File: src/rtl/tetris_pkg.sv
`default_nettype none
// ============================================================================
// Module   : tetris_pkg
// Purpose  : Shared board geometry, garbage-insert FSM states, row helper.
// Revision : 1.0
// ============================================================================
package tetris_pkg;

    localparam int BOARD_W    = 20;
    localparam int BOARD_H    = 20;
    localparam int BOARD_BITS = BOARD_W * BOARD_H;

    typedef enum logic [1:0] {
        IDLE  = 2'd0,
        SHIFT = 2'd1,
        DONE  = 2'd2
    } state_t;

    // Row y of a board, bit x of the result is column x.
    function automatic logic [BOARD_W-1:0] row_of(input logic [BOARD_BITS-1:0] board,
                                                  input int unsigned            y);
        return board[y*BOARD_W +: BOARD_W];
    endfunction

endpackage
`default_nettype wire

File: src/rtl/garbage_lfsr.sv
`default_nettype none
// ============================================================================
// Module   : garbage_lfsr
// Purpose  : 8-bit Fibonacci LFSR (x^8+x^6+x^5+x^4+1) supplying per-row holes.
// Revision : 1.0
// ============================================================================
module garbage_lfsr
    import tetris_pkg::*;
#(
    parameter logic [7:0] SEED = 8'hA5
) (
    input  logic       clk,
    input  logic       rst,
    input  logic       advance,
    output logic [7:0] value
);

    logic [7:0] r_lfsr;
    logic       w_fb;

    assign w_fb  = r_lfsr[7] ^ r_lfsr[5] ^ r_lfsr[4] ^ r_lfsr[3];
    assign value = r_lfsr;

    always_ff @(posedge clk) begin
        if (rst) begin
            r_lfsr <= SEED;
        end else if (advance) begin
            r_lfsr <= {r_lfsr[6:0], w_fb};
        end
    end

endmodule
`default_nettype wire

File: src/rtl/garbage_row_insert.sv
`default_nettype none
// ============================================================================
// Module   : garbage_row_insert
// Purpose  : Pushes up to MAX_ROWS garbage rows in at the bottom of the board,
//            one row per cycle. Optional macro GARBAGE_LFSR_EN selects a
//            pseudo-random hole per row instead of the latched hole_x.
// Revision : 1.0
// ============================================================================
module garbage_row_insert
    import tetris_pkg::*;
#(
    parameter int WIDTH    = BOARD_W,
    parameter int HEIGHT   = BOARD_H,
    parameter int MAX_ROWS = 4
) (
    input  logic                      clk,
    input  logic                      rst,
    input  logic                      start,
    input  logic [2:0]                n_rows,
    input  logic [4:0]                hole_x,
    input  logic [WIDTH*HEIGHT-1:0]   matrix_in,
    output logic                      busy,
    output logic                      done,
    output logic [WIDTH*HEIGHT-1:0]   matrix_out,
    output logic                      top_out
);

    localparam int               c_BITS = WIDTH * HEIGHT;
    localparam logic [WIDTH-1:0] c_ONE  = {{(WIDTH-1){1'b0}}, 1'b1};

    state_t              r_state;
    state_t              w_next;
    logic [2:0]          r_cnt;
    logic [c_BITS-1:0]   r_matrix;
    logic                r_top;

    logic [2:0]          w_cnt_in;
    logic [4:0]          w_hole_in;
    logic [4:0]          w_row_hole;
    logic [WIDTH-1:0]    w_garbage;
    logic [c_BITS-1:0]   w_shifted;
    logic                w_accept;
    logic                w_shift;

    assign w_cnt_in  = (n_rows > 3'(MAX_ROWS)) ? 3'(MAX_ROWS) : n_rows;
    assign w_hole_in = (hole_x >= 5'(WIDTH)) ? 5'(WIDTH-1) : hole_x;
    assign w_accept  = (r_state == IDLE) && start;
    assign w_shift   = (r_state == SHIFT);

`ifdef GARBAGE_LFSR_EN
    logic [7:0] w_lfsr;

    garbage_lfsr u_lfsr (
        .clk     (clk),
        .rst     (rst),
        .advance (w_shift),
        .value   (w_lfsr)
    );

    assign w_row_hole = 5'(w_lfsr % 8'(WIDTH));
`else
    logic [4:0] r_hole;

    always_ff @(posedge clk) begin
        if (rst) begin
            r_hole <= 5'd0;
        end else if (w_accept) begin
            r_hole <= w_hole_in;
        end
    end

    assign w_row_hole = r_hole;
`endif

    // Row 0 drops off the top; the new garbage row becomes row HEIGHT-1 (MSBs).
    assign w_garbage = ~(c_ONE << w_row_hole);
    assign w_shifted = {w_garbage, r_matrix[c_BITS-1:WIDTH]};

    always_ff @(posedge clk) begin
        if (rst) begin
            r_state <= IDLE;
        end else begin
            r_state <= w_next;
        end
    end

    always_comb begin
        w_next = r_state;
        busy   = 1'b0;
        done   = 1'b0;
        case (r_state)
            IDLE: begin
                if (start) begin
                    w_next = (w_cnt_in == 3'd0) ? DONE : SHIFT;
                end
            end
            SHIFT: begin
                busy = 1'b1;
                if (r_cnt == 3'd1) begin
                    w_next = DONE;
                end
            end
            DONE: begin
                done   = 1'b1;
                w_next = IDLE;
            end
            default: w_next = IDLE;
        endcase
    end

    always_ff @(posedge clk) begin
        if (rst) begin
            r_cnt    <= 3'd0;
            r_matrix <= '0;
            r_top    <= 1'b0;
        end else if (w_accept) begin
            r_cnt    <= w_cnt_in;
            r_matrix <= matrix_in;
            r_top    <= 1'b0;
        end else if (w_shift) begin
            r_cnt    <= r_cnt - 3'd1;
            r_matrix <= w_shifted;
            if (row_of(r_matrix, 0) != '0) begin
                r_top <= 1'b1;
            end
        end
    end

    assign matrix_out = r_matrix;
    assign top_out    = r_top;

endmodule
`default_nettype wire
File: config.mk
export PLATFORM = sky130hd
export DESIGN_NAME = garbage_row_insert
export DESIGN_NICKNAME = d
export VERILOG_FILES = /design/src/rtl/tetris_pkg.sv /design/src/rtl/garbage_lfsr.sv /design/src/rtl/garbage_row_insert.sv
export SDC_FILE = /design/constraint.sdc
export NUM_CORES = 1
export LEC_CHECK = 0
export CAP_MARGIN = 20
export CORE_AREA = 4 4 316 318
export DETAILED_ROUTE_END_ITERATION = 10
export DIE_AREA = 0 0 320 322
export GPL_TIMING_DRIVEN = 0
export PLACE_DENSITY = 0.38
export SETUP_SLACK_MARGIN = 0.05
export SLEW_MARGIN = 20
export SYNTH_ARGS = -nofsm -noshare
export SYNTH_HDL_FRONTEND = slang
export SYNTH_SLANG_ARGS = --single-unit
File: constraint.sdc
create_clock -name clk -period 2.3 [get_ports clk]
set_clock_uncertainty 0.1 [all_clocks]
set_input_delay 0.46 -clock clk [delete_from_list [all_inputs] [get_ports clk]]
set_output_delay 0.46 -clock clk [all_outputs]
set_load 0.02 [all_outputs]
==> flow_summary.html, run 1 <==
<table>
<tr><th>Metric</th><th>Value</th></tr>
<tr><th colspan="2">Worst setup path</th></tr>
<tr><td>Depth of the worst register-to-register path</td><td>6</td></tr>
<tr><td>Worst-case register-to-register setup slack</td><td>about 220 ps</td></tr>
<tr><td>Slowest cell on the critical path</td><td>clkdlybuf4s50_1</td></tr>
<tr><td>Required time of the critical path</td><td>roughly 1700 ps</td></tr>
<tr><td>Worst Setup End Kind</td><td>output port</td></tr>
<tr><td>Largest stage delay, worst path</td><td>around 650 ps</td></tr>
<tr><td>Worst Path Max Fanout</td><td>3</td></tr>
<tr><td>Crit path max-delay family</td><td>buffers and inverters</td></tr>
<tr><td>Start of the worst register-to-register path</td><td>r_state[1]$_SDFFE_PP0P_</td></tr>
<tr><td>Signal arrival time at the worst endpoint</td><td>around 1600 ps</td></tr>
<tr><td>Buffering stage count on the worst path with inverters included</td><td>1</td></tr>
<tr><td>Reg-to-reg endpoint</td><td>matrix_out[163]$_SDFFE_PP0P_</td></tr>
<tr><td>Critical path start-end classification</td><td>flop to output port</td></tr>
<tr><td>Worst-path cell chain</td><td>clkdlybuf4s50_1</td></tr>
<tr><td>Category of the worst setup path launch point</td><td>flop</td></tr>
<tr><th colspan="2">Timing</th></tr>
<tr><td>Worst hold slack after final layout</td><td>around 360 ps</td></tr>
<tr><td>Total count of hold-check failures in the final report</td><td>0</td></tr>
<tr><td>Setup-failing EPs final</td><td>0</td></tr>
<tr><td>Final Critical Period</td><td>2191 ps</td></tr>
<tr><td>Worst Tran Pin Value</td><td>approximately 850 ps</td></tr>
<tr><td>Final Cycle Share</td><td>between 90% and 100%</td></tr>
<tr><td>Maximum clock frequency</td><td>around 0.46 GHz</td></tr>
<tr><td>RSZ-0062 raised after global routing</td><td>true</td></tr>
<tr><td>Number of slew-limit violations in the final report</td><td>0</td></tr>
<tr><td>Slew HR</td><td>a little over two fifths</td></tr>
<tr><th colspan="2">Routing</th></tr>
<tr><td>First-pass iteration count of the detailed router</td><td>5</td></tr>
<tr><td>Average wire per standard cell</td><td>~27 µm</td></tr>
<tr><td>Initial DRC Count</td><td>~1.1k</td></tr>
<tr><td>Length of routed met3 wiring</td><td>8.772 mm</td></tr>
<tr><td>Highest routed metal layer</td><td>met5</td></tr>
<tr><td>Total via count after detailed routing</td><td>18.39k</td></tr>
<tr><td>Detailed-routing wirelength on met1</td><td>about 42 mm</td></tr>
<tr><td>Number of nets with antenna violations after routing</td><td>0</td></tr>
<tr><td>Number of vias per cell after detailed routing</td><td>approximately 4.6</td></tr>
<tr><td>DR DRC count</td><td>0</td></tr>
<tr><td>Wire length reported by the detailed router</td><td>about 110 mm</td></tr>
<tr><td>DR WL met2</td><td>approximately 56 mm</td></tr>
<tr><th colspan="2">Logic synthesis</th></tr>
<tr><td>Library cell with the largest summed area after synthesis</td><td>dfxtp_1</td></tr>
<tr><td>Combinational family with the most area after synthesis</td><td>compound AO/OA/AOI/OAI gates</td></tr>
<tr><td>Post-Syn Instances</td><td>about 1.8k</td></tr>
<tr><td>Number of flops mapped to enable cells by yosys</td><td>0</td></tr>
<tr><td>Adder and majority cell fraction of the synthesized area</td><td>less than 1%</td></tr>
<tr><td>Cell types occupying the most area after synthesis</td><td>dfxtp_1, a22oi_1, a21oi_1</td></tr>
<tr><td>Portion of the post-synthesis area used by sequential elements</td><td>51.40%</td></tr>
<tr><td>Per-instance average area after synthesis</td><td>slightly below 9 µm²</td></tr>
<tr><td>Ys async rst share</td><td>0%</td></tr>
<tr><td>Netlist area before placement</td><td>16,010 µm²</td></tr>
<tr><td>Fraction of the mapped netlist area in simple logic gates</td><td>between 10% and 20%</td></tr>
<tr><td>Post-Synth XOR/XNOR Area</td><td>less than 1%</td></tr>
<tr><td>Number of distinct library cells after synthesis</td><td>35</td></tr>
<tr><td>Ys flop type</td><td>dfxtp_1</td></tr>
<tr><td>Synth Net Count</td><td>between 2k and 2.5k</td></tr>
<tr><td>Share of Yosys cell area claimed by the top area cell type</td><td>roughly half</td></tr>
<tr><td>Portion of netlist area occupied by mux cells</td><td>0%</td></tr>
<tr><td>Warning count from the yosys run</td><td>0</td></tr>
<tr><td>Synth Area in Compound Gates</td><td>roughly 32%</td></tr>
<tr><td>Number of synthesized register bits</td><td>slightly above 400</td></tr>
<tr><th colspan="2">Floorplan</th></tr>
<tr><td>Core ar.</td><td>about 97,000 µm²</td></tr>
<tr><td>Height of the die</td><td>322 µm</td></tr>
<tr><td>Die Width</td><td>between 300 and 400 µm</td></tr>
<tr><td>Standard-cell row count</td><td>between 100 and 150</td></tr>
<tr><td>Die footprint</td><td>103,000 µm²</td></tr>
<tr><td>Number of ports placed on the die boundary</td><td>814</td></tr>
<tr><td>Effective utilization at floorplan</td><td>16.58%</td></tr>
<tr><th colspan="2">Power and ir drop</th></tr>
<tr><td>Switching power</td><td>7065 µW</td></tr>
<tr><td>Internal power contribution</td><td>14,820 µW</td></tr>
<tr><td>Fraction of power consumed by sequential logic</td><td>a little under two fifths</td></tr>
<tr><td>Clock network power share</td><td>39.1%</td></tr>
<tr><td>Leakage component of the power</td><td>~0.011 µW</td></tr>
<tr><td>Power density normalized to cell area</td><td>799.9 nW/µm²</td></tr>
<tr><td>Peak ir drop on the vdd network</td><td>about 0.47 mV</td></tr>
<tr><td>Combinational share of power</td><td>about 23%</td></tr>
<tr><td>Sw frac</td><td>between 30% and 40%</td></tr>
<tr><th colspan="2">Flow run</th></tr>
<tr><td>Total of max-cap violations</td><td>0</td></tr>
<tr><th colspan="2">Status</th></tr>
<tr><td>Run status</td><td>finished, final reports clean</td></tr>
<tr><th colspan="2">Cells and area</th></tr>
<tr><td>Area Growth Syn to Fin</td><td>70.96%</td></tr>
<tr><td># nets final</td><td>3,120</td></tr>
<tr><td>Proportion of layout cells with a drive suffix above 1</td><td>8.361%</td></tr>
<tr><td>Filler-free cell count of the finished design</td><td>roughly 4.0k</td></tr>
<tr><th colspan="2">Global routing</th></tr>
<tr><td>GRT Resource Usage Total</td><td>19.89%</td></tr>
<tr><td>Vias in the first global route</td><td>18.81k</td></tr>
<tr><td>Wire length of the first global-routing pass</td><td>approximately 150 mm</td></tr>
<tr><td>Number of antenna violations at the first check in global routing</td><td>25</td></tr>
<tr><td>Overflow after GRT</td><td>0</td></tr>
<tr><td>Largest net degree at the start of global routing</td><td>14</td></tr>
<tr><th colspan="2">Place</th></tr>
<tr><td>Half-perimeter wire length of the detailed placement result</td><td>89.21 mm</td></tr>
<tr><td>Port Buffers</td><td>a little over 800</td></tr>
<tr><td>Final weighted congestion in routability-driven placement</td><td>between 0.8 and 0.9</td></tr>
<tr><td>Number of placed instances with taps included</td><td>just under 4k</td></tr>
<tr><th colspan="2">Clock tree</th></tr>
<tr><td>Number of buffers between clock root and the deepest sink</td><td>3</td></tr>
<tr><td>Register clock-pin slew on the reported worst setup and hold paths</td><td>around 60 ps</td></tr>
<tr><td>Worst-skew pair later-pin latency</td><td>600 ps</td></tr>
<tr><td>Maximum level of the CTS H-tree</td><td>2</td></tr>
<tr><td>Clock tree from TritonCTS</td><td>yes</td></tr>
<tr><td>Post-CTS Hold Buffers</td><td>0</td></tr>
<tr><td>Number of buffers created by CTS</td><td>53</td></tr>
<tr><td>Clock sink count</td><td>around 410</td></tr>
<tr><td>Root buffer selected by CTS</td><td>clkbuf_16</td></tr>
<tr><th colspan="2">Worst hold path</th></tr>
<tr><td>Number of instances on the worst hold path</td><td>2</td></tr>
<tr><td>Hold path startpoint</td><td>r_cnt[1]$_SDFFE_PP0P_</td></tr>
<tr><td>Type of the tightest min-delay check</td><td>flop to flop</td></tr>
<tr><td>End point of the worst hold path</td><td>r_cnt[1]$_SDFFE_PP0P_</td></tr>
</table>
-- how the worst max path moves through the flow --
stage | start | endpoint | slack, ps | cells past startpoint
floorplan | rst | matrix_out[287]$_SDFFE_PP0P_ | 770 | 4
global placement | start | matrix_out[73]$_SDFFE_PP0P_ | -820 | 6
detailed placement | start | matrix_out[73]$_SDFFE_PP0P_ | -790 | 6
CTS | matrix_out[355]$_SDFFE_PP0P_ | matrix_out[355] | 50 | 1
global route | start | matrix_out[219]$_SDFFE_PP0P_ | 30 | 7
finish | matrix_out[385]$_SDFFE_PP0P_ | matrix_out[385] | 110 | 1
-- cells by family after synthesis --
logic type / after synthesis
AOI/OAI and AO/OA: 814
buffers and inverters: 184
DFF: 411
adders and majority gates: 2
xor gates and xnor gates: 2
and+or+nand+nor: 425
-- flip-flops by register name, summed over array words and instances, names as in the netlist --
register	flops
matrix_out	400
r_hole	5
r_cnt	3
r_state	2
top_out	1
-- Yosys cell counts (all sizes together), types with 3 or more instances --
library cell  number
dfxtp            411
nor2               8
o221ai             3
clkbuf            54
nor3               6
nand3b             4
o22ai             21
a211oi            21
nand2            385
nor4               4
nor2b              5
a21oi            383
buf              124
a22oi            377
o21ai              3
inv                6
-- final cells by class --
type                            count  area (µm²)
Antenna cell                       14       35.03
Buffer                            178       878.3
Clock buffer                       78        1583
Clock inverter                     21       192.7
Fill cell                       10380       69200
Inverter                            6       35.03
Multi-Input combinational cell   1243        6898
Sequential cell                   411        8242
Tap cell                         1276        1597
Timing Repair Buffer              814        7905
-- cell usage in the layout, fill, tap and decap left out, types with 2 or more instances in the layout --
master | synthesis | layout
nor2_1 | 8 | 8
dlygate4sd2_1 | 0 | 249
clkinv_2 | 0 | 14
clkbuf_16 | 0 | 55
dfxtp_1 | 411 | 404
o21bai_1 | 2 | 2
diode_2 | 0 | 14
o221a_2 | 2 | 2
nor4_1 | 4 | 4
a211oi_1 | 21 | 21
nand3b_1 | 4 | 4
and4b_1 | 2 | 2
dlymetal6s2s_1 | 0 | 31
buf_6 | 2 | 3
nor2b_1 | 5 | 5
and2_1 | 2 | 2
dfxtp_2 | 0 | 5
clkdlybuf4s50_1 | 0 | 529
o221ai_1 | 3 | 3
nor3_1 | 6 | 6
inv_1 | 5 | 5
and4_1 | 2 | 2
or3b_1 | 2 | 2
clkbuf_1 | 54 | 65
dfxtp_4 | 0 | 2
clkbuf_8 | 0 | 12
ha_1 | 2 | 2
nand2_1 | 385 | 385
a21oi_1 | 383 | 383
buf_4 | 11 | 14
inv_6 | 0 | 2
bufinv_16 | 0 | 3
o21ai_0 | 3 | 3
a22oi_1 | 377 | 377
buf_2 | 111 | 109
o22ai_1 | 21 | 21
clkinvlp_4 | 0 | 2
-- routing by layer --
| layer | vias to the layer above | track usage [%] |
|---|---|---|
| li1 | 8497 | - |
| met1 | 8964 | 22.14 |
| met2 | 785 | 36.53 |
| met3 | 121 | 6.422 |
| met4 | 26 | 4.967 |
| met5 | - | 0 |
-- timing repair --
item                                    CTS  global route
resized for setup                       280            32
endpoints found under the setup margin  362            78
setup buffers                             2             0
-- power by group through the flow --
stage | Sequential (µW) | Clock, µW | Combinational (µW)
2_1_floorplan | 8930 | 0 | 1620
3_3_place_gp | 8570 | 0 | 5180
3_5_place_dp | 8580 | 0 | 5180
4_1_cts | 8420 | 8840 | 4980
5_1_grt | 8470 | 9080 | 5250
6_report | 8410 | 8550 | 4920
-- stage by stage --
step / instance area (µm²) / TNS [ps] / utilization, % / setup slack, ps / total power, µW
after floorplan: 16010 / 0 / - / 768.6 / 10550
after global placement: 25730 / -191780 / 26.65 / -815.8 / 13750
after detailed placement: 25730 / -187920 / 26.65 / -786.7 / 13760
after CTS: 27250 / 0 / 28.22 / 50.15 / 22250
after global routing: 27350 / 0 / 28.32 / 31.71 / 22810
final: 27370 / 0 / 28.34 / 109.1 / 21890
-- worst register-to-register path, stage by stage (launching register included) --
cell and delay (ps):
dfxtp_4 390, nand2b_4 230, inv_12 90, buf_4 210, buf_2 230, a22oi_1 560, a21oi_1 130
Power figures use the tool's default switching activity.
==> run 2, diff against run 1 <==
--- a/config.mk
+++ b/config.mk
@@ -6,9 +6,9 @@
 export NUM_CORES = 1
 export LEC_CHECK = 0
 export CAP_MARGIN = 20
-export CORE_AREA = 4 4 316 318
+export CORE_AREA = 4 4 315 317
 export DETAILED_ROUTE_END_ITERATION = 10
-export DIE_AREA = 0 0 320 322
+export DIE_AREA = 0 0 319 321
 export GPL_TIMING_DRIVEN = 0
 export PLACE_DENSITY = 0.38
 export SETUP_SLACK_MARGIN = 0.05
==> run 2 against run 1 <==
- die area shrank 0.62%
- sequential cell count stayed put
- sequential power about the same
- utilization up 0.084 points
- non-clock buffer count fell by 1
- clock power decreased by 2%
- maximum frequency is 0.20% lower
- first-iteration DRC count up 9.2%
- combinational power about the same
- cell count fell by 0.17%
- critical path depth is the same
- hold slack better by 2.4 ps
==> flow_summary.html, run 2 (synthesis results as in run 1) <==
<table>
<tr><th>Metric</th><th>Value</th></tr>
<tr><th colspan="2">Worst setup path</th></tr>
<tr><td>Buffering stage count on the worst path with inverters included</td><td>1 (unchanged)</td></tr>
<tr><td>Reg-to-reg endpoint</td><td>matrix_out[332]$_SDFFE_PP0P_ (was matrix_out[163]$_SDFFE_PP0P_)</td></tr>
<tr><td>Critical path start-end classification</td><td>flop to output port (unchanged)</td></tr>
<tr><td>Worst Setup End Kind</td><td>output port (unchanged)</td></tr>
<tr><td>Depth of the worst register-to-register path</td><td>6 (unchanged)</td></tr>
<tr><td>Signal arrival time at the worst endpoint</td><td>1640 ps (was 1630 ps)</td></tr>
<tr><td>Critical Path Start</td><td>matrix_out[301]$_SDFFE_PP0P_ (was matrix_out[385]$_SDFFE_PP0P_)</td></tr>
<tr><td>Category of the worst setup path launch point</td><td>flop (unchanged)</td></tr>
<tr><td>Slowest cell on the critical path</td><td>clkdlybuf4s50_1 (unchanged)</td></tr>
<tr><td>Worst-case register-to-register setup slack</td><td>160 ps (was 220 ps)</td></tr>
<tr><td>Logic depth of the worst setup path including buffers</td><td>1 (unchanged)</td></tr>
<tr><td>Crit path max-delay family</td><td>buffers and inverters (unchanged)</td></tr>
<tr><td>Endpoint of the most critical setup path</td><td>matrix_out[301] (was matrix_out[385])</td></tr>
<tr><td>Worst-path cell chain</td><td>clkdlybuf4s50_1 (unchanged)</td></tr>
<tr><td>Worst Path Max Fanout</td><td>3 (unchanged)</td></tr>
<tr><td>Required time of the critical path</td><td>1740 ps (about the same)</td></tr>
<tr><td>Largest stage delay, worst path</td><td>640 ps (was 650 ps)</td></tr>
<tr><td>Start of the worst register-to-register path</td><td>r_state[1]$_SDFFE_PP0P_ (unchanged)</td></tr>
<tr><th colspan="2">Global routing</th></tr>
<tr><td>GRT Resource Usage Total</td><td>19.43% (was 19.89%)</td></tr>
<tr><td>Vias in the first global route</td><td>18.79k (was 18.81k)</td></tr>
<tr><td>Number of antenna violations at the first check in global routing</td><td>29 (was 25)</td></tr>
<tr><td>Overflow after GRT</td><td>0 (unchanged)</td></tr>
<tr><td>Largest net degree at the start of global routing</td><td>14 (unchanged)</td></tr>
<tr><td>Wire length of the first global-routing pass</td><td>145.2 mm (was 148.4 mm)</td></tr>
<tr><th colspan="2">Cells and area</th></tr>
<tr><td>Filler-free cell count of the finished design</td><td>4,034 (was 4,041)</td></tr>
<tr><td>Most common cell after layout, fill and taps aside</td><td>clkdlybuf4s50_1 (unchanged)</td></tr>
<tr><td>Max reg flops</td><td>400 (unchanged)</td></tr>
<tr><td>Highest-count cells in the layout ignoring fill and taps</td><td>clkdlybuf4s50_1, dfxtp_1, nand2_1, a21oi_1, a22oi_1 (unchanged)</td></tr>
<tr><td>Final cell area excluding filler cells</td><td>27,370 µm² (unchanged)</td></tr>
<tr><td>Area occupied by multi-input gates</td><td>6898 µm² (unchanged)</td></tr>
<tr><td>Layout fillers</td><td>10.37k (was 10.38k)</td></tr>
<tr><td>Proportion of layout cells with a drive suffix above 1</td><td>8.012% (was 8.361%)</td></tr>
<tr><td>Area Growth Syn to Fin</td><td>70.96% (unchanged)</td></tr>
<tr><td># nets final</td><td>3,119 (was 3,120)</td></tr>
<tr><td>Area of all sequential standard cells</td><td>8239 µm² (was 8242 µm²)</td></tr>
<tr><th colspan="2">Timing</th></tr>
<tr><td>Number of slew-limit violations in the final report</td><td>0 (unchanged)</td></tr>
<tr><td>Worst hold slack after final layout</td><td>360.2 ps (was 357.8 ps)</td></tr>
<tr><td>Total count of hold-check failures in the final report</td><td>0 (unchanged)</td></tr>
<tr><td>Setup-failing EPs final</td><td>0 (unchanged)</td></tr>
<tr><td>Slew HR</td><td>46.12% (was 43.58%)</td></tr>
<tr><td>Final Cycle Share</td><td>95.45% (was 95.26%)</td></tr>
<tr><td>Final TNS setup</td><td>0 ps (unchanged)</td></tr>
<tr><td>Final Critical Period</td><td>2195 ps (was 2191 ps)</td></tr>
<tr><td>RSZ-0062 raised after global routing</td><td>false (was true)</td></tr>
<tr><td>Maximum clock frequency</td><td>0.4555 GHz (was 0.4564 GHz)</td></tr>
<tr><td>Worst Tran Pin Value</td><td>808.2 ps (was 846.2 ps)</td></tr>
<tr><th colspan="2">Routing</th></tr>
<tr><td>DR DRC count</td><td>0 (unchanged)</td></tr>
<tr><td>Total via count after detailed routing</td><td>18.43k (was 18.39k)</td></tr>
<tr><td>Initial DRC Count</td><td>1,196 (was 1,095)</td></tr>
<tr><td>Number of vias per cell after detailed routing</td><td>4.568 (was 4.552)</td></tr>
<tr><td>Number of nets with antenna violations after routing</td><td>0 (unchanged)</td></tr>
<tr><td>First-pass iteration count of the detailed router</td><td>7 (was 5)</td></tr>
<tr><td>Average wire per standard cell</td><td>26.27 µm (was 26.92 µm)</td></tr>
<tr><td>Wire length reported by the detailed router</td><td>106.0 mm (was 108.8 mm)</td></tr>
<tr><th colspan="2">Clock tree</th></tr>
<tr><td>Root buffer selected by CTS</td><td>clkbuf_16 (unchanged)</td></tr>
<tr><td>Clock tree from TritonCTS</td><td>yes (unchanged)</td></tr>
<tr><td>Post-CTS Hold Buffers</td><td>0 (unchanged)</td></tr>
<tr><td>Maximum level of the CTS H-tree</td><td>2 (unchanged)</td></tr>
<tr><td>Number of buffers created by CTS</td><td>53 (unchanged)</td></tr>
<tr><td>Clock sink count</td><td>411 (unchanged)</td></tr>
<tr><td>Worst-skew pair later-pin latency</td><td>590 ps (was 600 ps)</td></tr>
<tr><td>Register clock-pin slew on the reported worst setup and hold paths</td><td>60 ps (about the same)</td></tr>
<tr><td>Number of buffers between clock root and the deepest sink</td><td>3 (unchanged)</td></tr>
<tr><th colspan="2">Place</th></tr>
<tr><td>Half-perimeter wire length of the detailed placement result</td><td>87.30 mm (was 89.21 mm)</td></tr>
<tr><td>Number of placed instances with taps included</td><td>3,926 (unchanged)</td></tr>
<tr><td>Port Buffers</td><td>812 (unchanged)</td></tr>
<tr><td>Standard cell area after detailed placement</td><td>25,730 µm² (unchanged)</td></tr>
<tr><td>Final weighted congestion in routability-driven placement</td><td>0.9241 (was 0.8791)</td></tr>
<tr><th colspan="2">Floorplan</th></tr>
<tr><td>Standard-cell row count</td><td>114 (unchanged)</td></tr>
<tr><td>Height of the die</td><td>321 µm (was 322 µm)</td></tr>
<tr><td>Effective utilization at floorplan</td><td>16.63% (was 16.58%)</td></tr>
<tr><td>Die footprint</td><td>102,400 µm² (was 103,000 µm²)</td></tr>
<tr><td>Number of ports placed on the die boundary</td><td>814 (unchanged)</td></tr>
<tr><td>Die Width</td><td>319 µm (was 320 µm)</td></tr>
<tr><td>Core ar.</td><td>96,280 µm² (was 96,570 µm²)</td></tr>
<tr><th colspan="2">Flow run</th></tr>
<tr><td>Total of max-cap violations</td><td>0 (unchanged)</td></tr>
<tr><th colspan="2">Power and ir drop</th></tr>
<tr><td>Overall Power</td><td>21,760 µW (was 21,890 µW)</td></tr>
<tr><td>Power density normalized to cell area</td><td>795.1 nW/µm² (was 799.9 nW/µm²)</td></tr>
<tr><td>Leakage component of the power</td><td>0.01079 µW (was 0.01111 µW)</td></tr>
<tr><td>Peak ir drop on the vdd network</td><td>0.5811 mV (was 0.4732 mV)</td></tr>
<tr><th colspan="2">Worst hold path</th></tr>
<tr><td>Type of the tightest min-delay check</td><td>flop to flop (unchanged)</td></tr>
<tr><th colspan="2">Status</th></tr>
<tr><td>Run status</td><td>finished, final reports clean (unchanged)</td></tr>
</table>
[run 2: area by class of cell]
class / instances / area share, %
multi-input combinational: 1243 / 25.21
clock inverter: 14 / 0.5532
tap: 1276 / 5.834
sequential: 411 / 30.11
clock buffer: 81 / 5.825
inverter: 6 / 0.1280
timing repair buffer: 813 / 29.02
buffer: 178 / 3.219
antenna: 12 / 0.1097
[run 2: worst register-to-register path: cells and delay by family, from the launching register on]
family	cells	cell delay, ps
buf+inv	3	510
flops	1	380
simple gates	1	240
compound gates	2	760
[run 2: worst min path at each step]
stage,startpoint,to,depth (start not counted)
4_1_cts,hole_x[4],r_hole[4]$_SDFFE_PP0P_,3
2_1_floorplan,r_cnt[1]$_SDFFE_PP0P_,r_cnt[1]$_SDFFE_PP0P_,2
3_3_place_gp,r_cnt[1]$_SDFFE_PP0P_,r_cnt[1]$_SDFFE_PP0P_,2
6_report,r_cnt[1]$_SDFFE_PP0P_,r_cnt[1]$_SDFFE_PP0P_,2
3_5_place_dp,r_cnt[1]$_SDFFE_PP0P_,r_cnt[1]$_SDFFE_PP0P_,2
5_1_grt,r_cnt[1]$_SDFFE_PP0P_,r_cnt[1]$_SDFFE_PP0P_,2
[run 2: stage by stage]
step	setup WS [ps]	utilization [%]
after global placement	-754.8	26.73
after global routing	48.25	28.40
final	104.7	28.42
after floorplan	768.6	-
after detailed placement	-785.0	26.73
after CTS	50.39	28.32
[run 2: per-layer routing]
metal  track usage, %  share of wire, %
met3            6.078               7.9
met2            35.15                50
met4            5.107               2.7
met1            22.13                39
met5                0              0.14
[run 2: timing repair]
item,CTS,global route
buffers inserted,1,0
cloned,0,0
gates resized for setup,228,26
endpoints found under the setup margin,358,51
[run 2: power by group]
| group | switching (µW) | internal [µW] | leakage (µW) | total, µW |
|---|---|---|---|---|
| Combinational | 2880 | 2080 | 0.00655 | 4950 |
| Sequential | 686 | 7710 | 0.00338 | 8400 |
| Clock | 3340 | 5070 | 0.000863 | 8410 |
==> run 3, diff against run 2 <==
--- a/config.mk
+++ b/config.mk
@@ -6,11 +6,12 @@
 export NUM_CORES = 1
 export LEC_CHECK = 0
 export CAP_MARGIN = 20
-export CORE_AREA = 4 4 315 317
+export CORE_AREA = 4 4 319 321
 export DETAILED_ROUTE_END_ITERATION = 10
-export DIE_AREA = 0 0 319 321
+export DIE_AREA = 0 0 323 325
+export DONT_BUFFER_PORTS = 1
 export GPL_TIMING_DRIVEN = 0
-export PLACE_DENSITY = 0.38
+export PLACE_DENSITY = 0.3
 export SETUP_SLACK_MARGIN = 0.05
 export SLEW_MARGIN = 20
 export SYNTH_ARGS = -nofsm -noshare
==> run 3 against run 2 <==
- sequential share of layout area increased by 4.9 points
- cell count decreased by 9.7%
- maximum frequency increased by 0.71%
- register-to-register slack about the same
- utilization decreased by 4.8 points
- die area increased by 2.5%
- sequential cell count unchanged
- non-clock buffer count decreased by 401
- via count decreased by 8.2%
- final area decreased by 14%
- critical path depth increased by 1
==> flow_summary.html, run 3 (synthesis results as in run 1) <==
<table>
<tr><th>Metric</th><th>Value</th></tr>
<tr><th colspan="2">Status</th></tr>
<tr><td>Run status</td><td>finished, final reports clean (unchanged)</td></tr>
<tr><th colspan="2">Global routing</th></tr>
<tr><td>GRT Resource Usage Total</td><td>17.35% (was 19.43%)</td></tr>
<tr><td>Number of antenna violations at the first check in global routing</td><td>15 (was 29)</td></tr>
<tr><td>Vias in the first global route</td><td>17.17k (was 18.79k)</td></tr>
<tr><td>Largest net degree at the start of global routing</td><td>13 (was 14)</td></tr>
<tr><td>Overflow after GRT</td><td>0 (unchanged)</td></tr>
<tr><td>Wire length of the first global-routing pass</td><td>132.8 mm (was 145.2 mm)</td></tr>
<tr><th colspan="2">Worst setup path</th></tr>
<tr><td>Worst Setup End Kind</td><td>output port (unchanged)</td></tr>
<tr><td>Depth of the worst register-to-register path</td><td>7 (was 6)</td></tr>
<tr><td>Largest stage delay, worst path</td><td>430 ps (was 640 ps)</td></tr>
<tr><td>Reg-to-reg endpoint</td><td>matrix_out[71]$_SDFFE_PP0P_ (was matrix_out[332]$_SDFFE_PP0P_)</td></tr>
<tr><td>Crit path max-delay family</td><td>flip-flops (was buffers and inverters)</td></tr>
<tr><td>Category of the worst setup path launch point</td><td>flop (unchanged)</td></tr>
<tr><td>Slowest cell on the critical path</td><td>dfxtp_1 (was clkdlybuf4s50_1)</td></tr>
<tr><td>Buffering stage count on the worst path with inverters included</td><td>1 (unchanged)</td></tr>
<tr><td>Signal arrival time at the worst endpoint</td><td>1620 ps (was 1640 ps)</td></tr>
<tr><td>Start of the worst register-to-register path</td><td>r_state[1]$_SDFFE_PP0P_ (unchanged)</td></tr>
<tr><td>Required time of the critical path</td><td>1740 ps (about the same)</td></tr>
<tr><td>Critical path start-end classification</td><td>flop to output port (unchanged)</td></tr>
<tr><td>Worst Path Max Fanout</td><td>10 (was 3)</td></tr>
<tr><td>Worst-path cell chain</td><td>buf_2 &gt; nor2b_4 (was clkdlybuf4s50_1)</td></tr>
<tr><td>Worst-case register-to-register setup slack</td><td>160 ps (about the same)</td></tr>
<tr><th colspan="2">Cells and area</th></tr>
<tr><td>Area of all sequential standard cells</td><td>8229 µm² (was 8239 µm²)</td></tr>
<tr><td>Max reg flops</td><td>400 (unchanged)</td></tr>
<tr><td># nets final</td><td>2,716 (was 3,119)</td></tr>
<tr><td>Final Core Density</td><td>23.66% (was 28.42%)</td></tr>
<tr><td>Highest-count cells in the layout ignoring fill and taps</td><td>dfxtp_1, dlygate4sd3_1, nand2_1, a21oi_1, a22oi_1 (was clkdlybuf4s50_1, dfxtp_1, nand2_1, a21oi_1, a22oi_1)</td></tr>
<tr><td>Area occupied by multi-input gates</td><td>6950 µm² (was 6898 µm²)</td></tr>
<tr><td>Proportion of layout cells with a drive suffix above 1</td><td>9.359% (was 8.012%)</td></tr>
<tr><td>Final cell area excluding filler cells</td><td>23,490 µm² (was 27,370 µm²)</td></tr>
<tr><td>Area Growth Syn to Fin</td><td>46.76% (was 70.96%)</td></tr>
<tr><td>Most common cell after layout, fill and taps aside</td><td>dfxtp_1 (was clkdlybuf4s50_1)</td></tr>
<tr><td>Layout fillers</td><td>10.94k (was 10.37k)</td></tr>
<tr><th colspan="2">Clock tree</th></tr>
<tr><td>Worst-skew pair later-pin latency</td><td>610 ps (was 590 ps)</td></tr>
<tr><td>Register clock-pin slew on the reported worst setup and hold paths</td><td>50 ps (was 60 ps)</td></tr>
<tr><td>Clock tree from TritonCTS</td><td>yes (unchanged)</td></tr>
<tr><td>Maximum level of the CTS H-tree</td><td>2 (unchanged)</td></tr>
<tr><td>Number of buffers between clock root and the deepest sink</td><td>3 (unchanged)</td></tr>
<tr><td>Clock sink count</td><td>411 (unchanged)</td></tr>
<tr><td>Number of buffers created by CTS</td><td>51 (was 53)</td></tr>
<tr><td>Root buffer selected by CTS</td><td>clkbuf_16 (unchanged)</td></tr>
<tr><th colspan="2">Worst hold path</th></tr>
<tr><td>Hold path startpoint</td><td>matrix_in[71] (was r_cnt[1]$_SDFFE_PP0P_)</td></tr>
<tr><td>End point of the worst hold path</td><td>matrix_out[71]$_SDFFE_PP0P_ (was r_cnt[1]$_SDFFE_PP0P_)</td></tr>
<tr><td>Number of instances on the worst hold path</td><td>2 (unchanged)</td></tr>
<tr><td>Type of the tightest min-delay check</td><td>input port to flop (was flop to flop)</td></tr>
<tr><th colspan="2">Power and ir drop</th></tr>
<tr><td>Peak ir drop on the vdd network</td><td>0.5712 mV (was 0.5811 mV)</td></tr>
<tr><td>Clock network power share</td><td>39.6% (was 38.6%)</td></tr>
<tr><td>Switching power</td><td>6781 µW (was 6898 µW)</td></tr>
<tr><td>Leakage component of the power</td><td>0.008232 µW (was 0.01079 µW)</td></tr>
<tr><td>Internal power contribution</td><td>13,780 µW (was 14,860 µW)</td></tr>
<tr><td>Power density normalized to cell area</td><td>875.1 nW/µm² (was 795.1 nW/µm²)</td></tr>
<tr><td>Combinational share of power</td><td>15.1% (was 22.8%)</td></tr>
<tr><td>Fraction of power consumed by sequential logic</td><td>45.4% (was 38.6%)</td></tr>
<tr><td>Sw frac</td><td>32.99% (was 31.71%)</td></tr>
<tr><th colspan="2">Timing</th></tr>
<tr><td>Setup-failing EPs final</td><td>0 (unchanged)</td></tr>
<tr><td>Final Critical Period</td><td>2180 ps (was 2195 ps)</td></tr>
<tr><td>Number of slew-limit violations in the final report</td><td>0 (unchanged)</td></tr>
<tr><td>Total count of hold-check failures in the final report</td><td>0 (unchanged)</td></tr>
<tr><td>Slew HR</td><td>38.25% (was 46.12%)</td></tr>
<tr><td>Final Cycle Share</td><td>94.77% (was 95.45%)</td></tr>
<tr><td>Maximum clock frequency</td><td>0.4588 GHz (was 0.4555 GHz)</td></tr>
<tr><td>Worst Tran Pin Value</td><td>926.2 ps (was 808.2 ps)</td></tr>
<tr><td>RSZ-0062 raised after global routing</td><td>false (unchanged)</td></tr>
<tr><th colspan="2">Routing</th></tr>
<tr><td>First-pass iteration count of the detailed router</td><td>6 (was 7)</td></tr>
<tr><td>DR DRC count</td><td>0 (unchanged)</td></tr>
<tr><td>Initial DRC Count</td><td>1,035 (was 1,196)</td></tr>
<tr><td>Total via count after detailed routing</td><td>16.92k (was 18.43k)</td></tr>
<tr><td>Number of nets with antenna violations after routing</td><td>0 (unchanged)</td></tr>
<tr><td>Number of vias per cell after detailed routing</td><td>4.645 (was 4.568)</td></tr>
<tr><td>Average wire per standard cell</td><td>26.67 µm (was 26.27 µm)</td></tr>
<tr><td>Wire length reported by the detailed router</td><td>97.16 mm (was 106.0 mm)</td></tr>
<tr><th colspan="2">Place</th></tr>
<tr><td>Port Buffers</td><td>0 (was 812)</td></tr>
<tr><td>Half-perimeter wire length of the detailed placement result</td><td>78.58 mm (was 87.30 mm)</td></tr>
<tr><td>Standard cell area after detailed placement</td><td>17,630 µm² (was 25,730 µm²)</td></tr>
<tr><td>Final weighted congestion in routability-driven placement</td><td>0.8510 (was 0.9241)</td></tr>
<tr><th colspan="2">Floorplan</th></tr>
<tr><td>Die Width</td><td>323 µm (was 319 µm)</td></tr>
<tr><td>Number of ports placed on the die boundary</td><td>814 (unchanged)</td></tr>
<tr><td>Standard-cell row count</td><td>116 (was 114)</td></tr>
<tr><td>Height of the die</td><td>325 µm (was 321 µm)</td></tr>
<tr><td>Die footprint</td><td>105,000 µm² (was 102,400 µm²)</td></tr>
<tr><td>Effective utilization at floorplan</td><td>16.12% (was 16.63%)</td></tr>
<tr><td>Core ar.</td><td>99,280 µm² (was 96,280 µm²)</td></tr>
<tr><th colspan="2">Flow run</th></tr>
<tr><td>Total of max-cap violations</td><td>0 (unchanged)</td></tr>
</table>
## run 3: changes by cell type in the layout (fill, tap and decap cells not counted), moves of 7 or more
cell and delta:
a22oi_1 -9, a22oi_2 +9, clkdlybuf4s50_1 -585, diode_2 -7, dlygate4sd2_1 -201, dlygate4sd3_1 +408, dlymetal6s2s_1 -24
## run 3: final cells by class
cell class                      count  area share (%)
Clock inverter                      8          0.4048
Tap cell                         1298           6.913
Sequential cell                   411           35.03
Multi-Input combinational cell   1243           29.59
Buffer                            178           3.696
Antenna cell                        5         0.05326
Clock buffer                       82           6.620
Inverter                            6          0.1278
Timing Repair Buffer              412           17.57
## run 3: metrics by stage
stage	worst slack, ps	hold WS [ps]	cells	power, µW	TNS, ps
after CTS	65.67	0.5768	3638	20830	0
after global placement	-491.0	355.8	3136	11890	-108940
after global routing	54.61	67.11	3640	21340	0
after detailed placement	-545.5	352.0	3136	11930	-107400
final	120.3	76.74	3643	20560	0
after floorplan	768.6	331.9	1838	10550	0
## run 3: worst max path at each step
stage,from,endpoint,cells past startpoint
5_1_grt,r_state[1]$_SDFFE_PP0P_,done,2
6_report,r_state[1]$_SDFFE_PP0P_,done,2
3_3_place_gp,rst,matrix_out[302]$_SDFFE_PP0P_,4
4_1_cts,r_state[1]$_SDFFE_PP0P_,done,2
2_1_floorplan,rst,matrix_out[287]$_SDFFE_PP0P_,4
3_5_place_dp,rst,matrix_out[304]$_SDFFE_PP0P_,4
## run 3: layer usage
metal | wire length [µm] | part of all wire, % | GRT usage, % | up-vias
li1 | - | - | - | 7672
met1 | 36380 | 37 | 19.10 | 8242
met2 | 47770 | 49 | 30.64 | 824
met3 | 8787 | 9.0 | 5.599 | 173
met4 | 4170 | 4.3 | 7.125 | 10
met5 | 54 | 0.056 | 0 | -
## run 3: power groups by stage
stage / logic [µW] / registers [µW] / clock network [µW]
after global routing: 3370 / 9390 / 8580
after global placement: 2390 / 9500 / 0
after detailed placement: 2420 / 9500 / 0
final: 3100 / 9320 / 8130
after floorplan: 1620 / 8930 / 0
after CTS: 3110 / 9350 / 8370
## run 3: repair_timing
| action | in CTS | in global routing |
|---|---|---|
| hold buffers | 408 | 0 |
| buffers inserted | 4 | 0 |
| gates resized for setup | 18 | 0 |
| endpoints found under the hold margin | 409 | 0 |
| setup endpoints to repair | 199 | 0 |
## run 3: worst register-to-register path, delay by kind of cell (launching register included)
family,cells,cell delay (ps)
buf+inv,4,660
compound gates,2,550
simple gates,1,260
flops,1,430
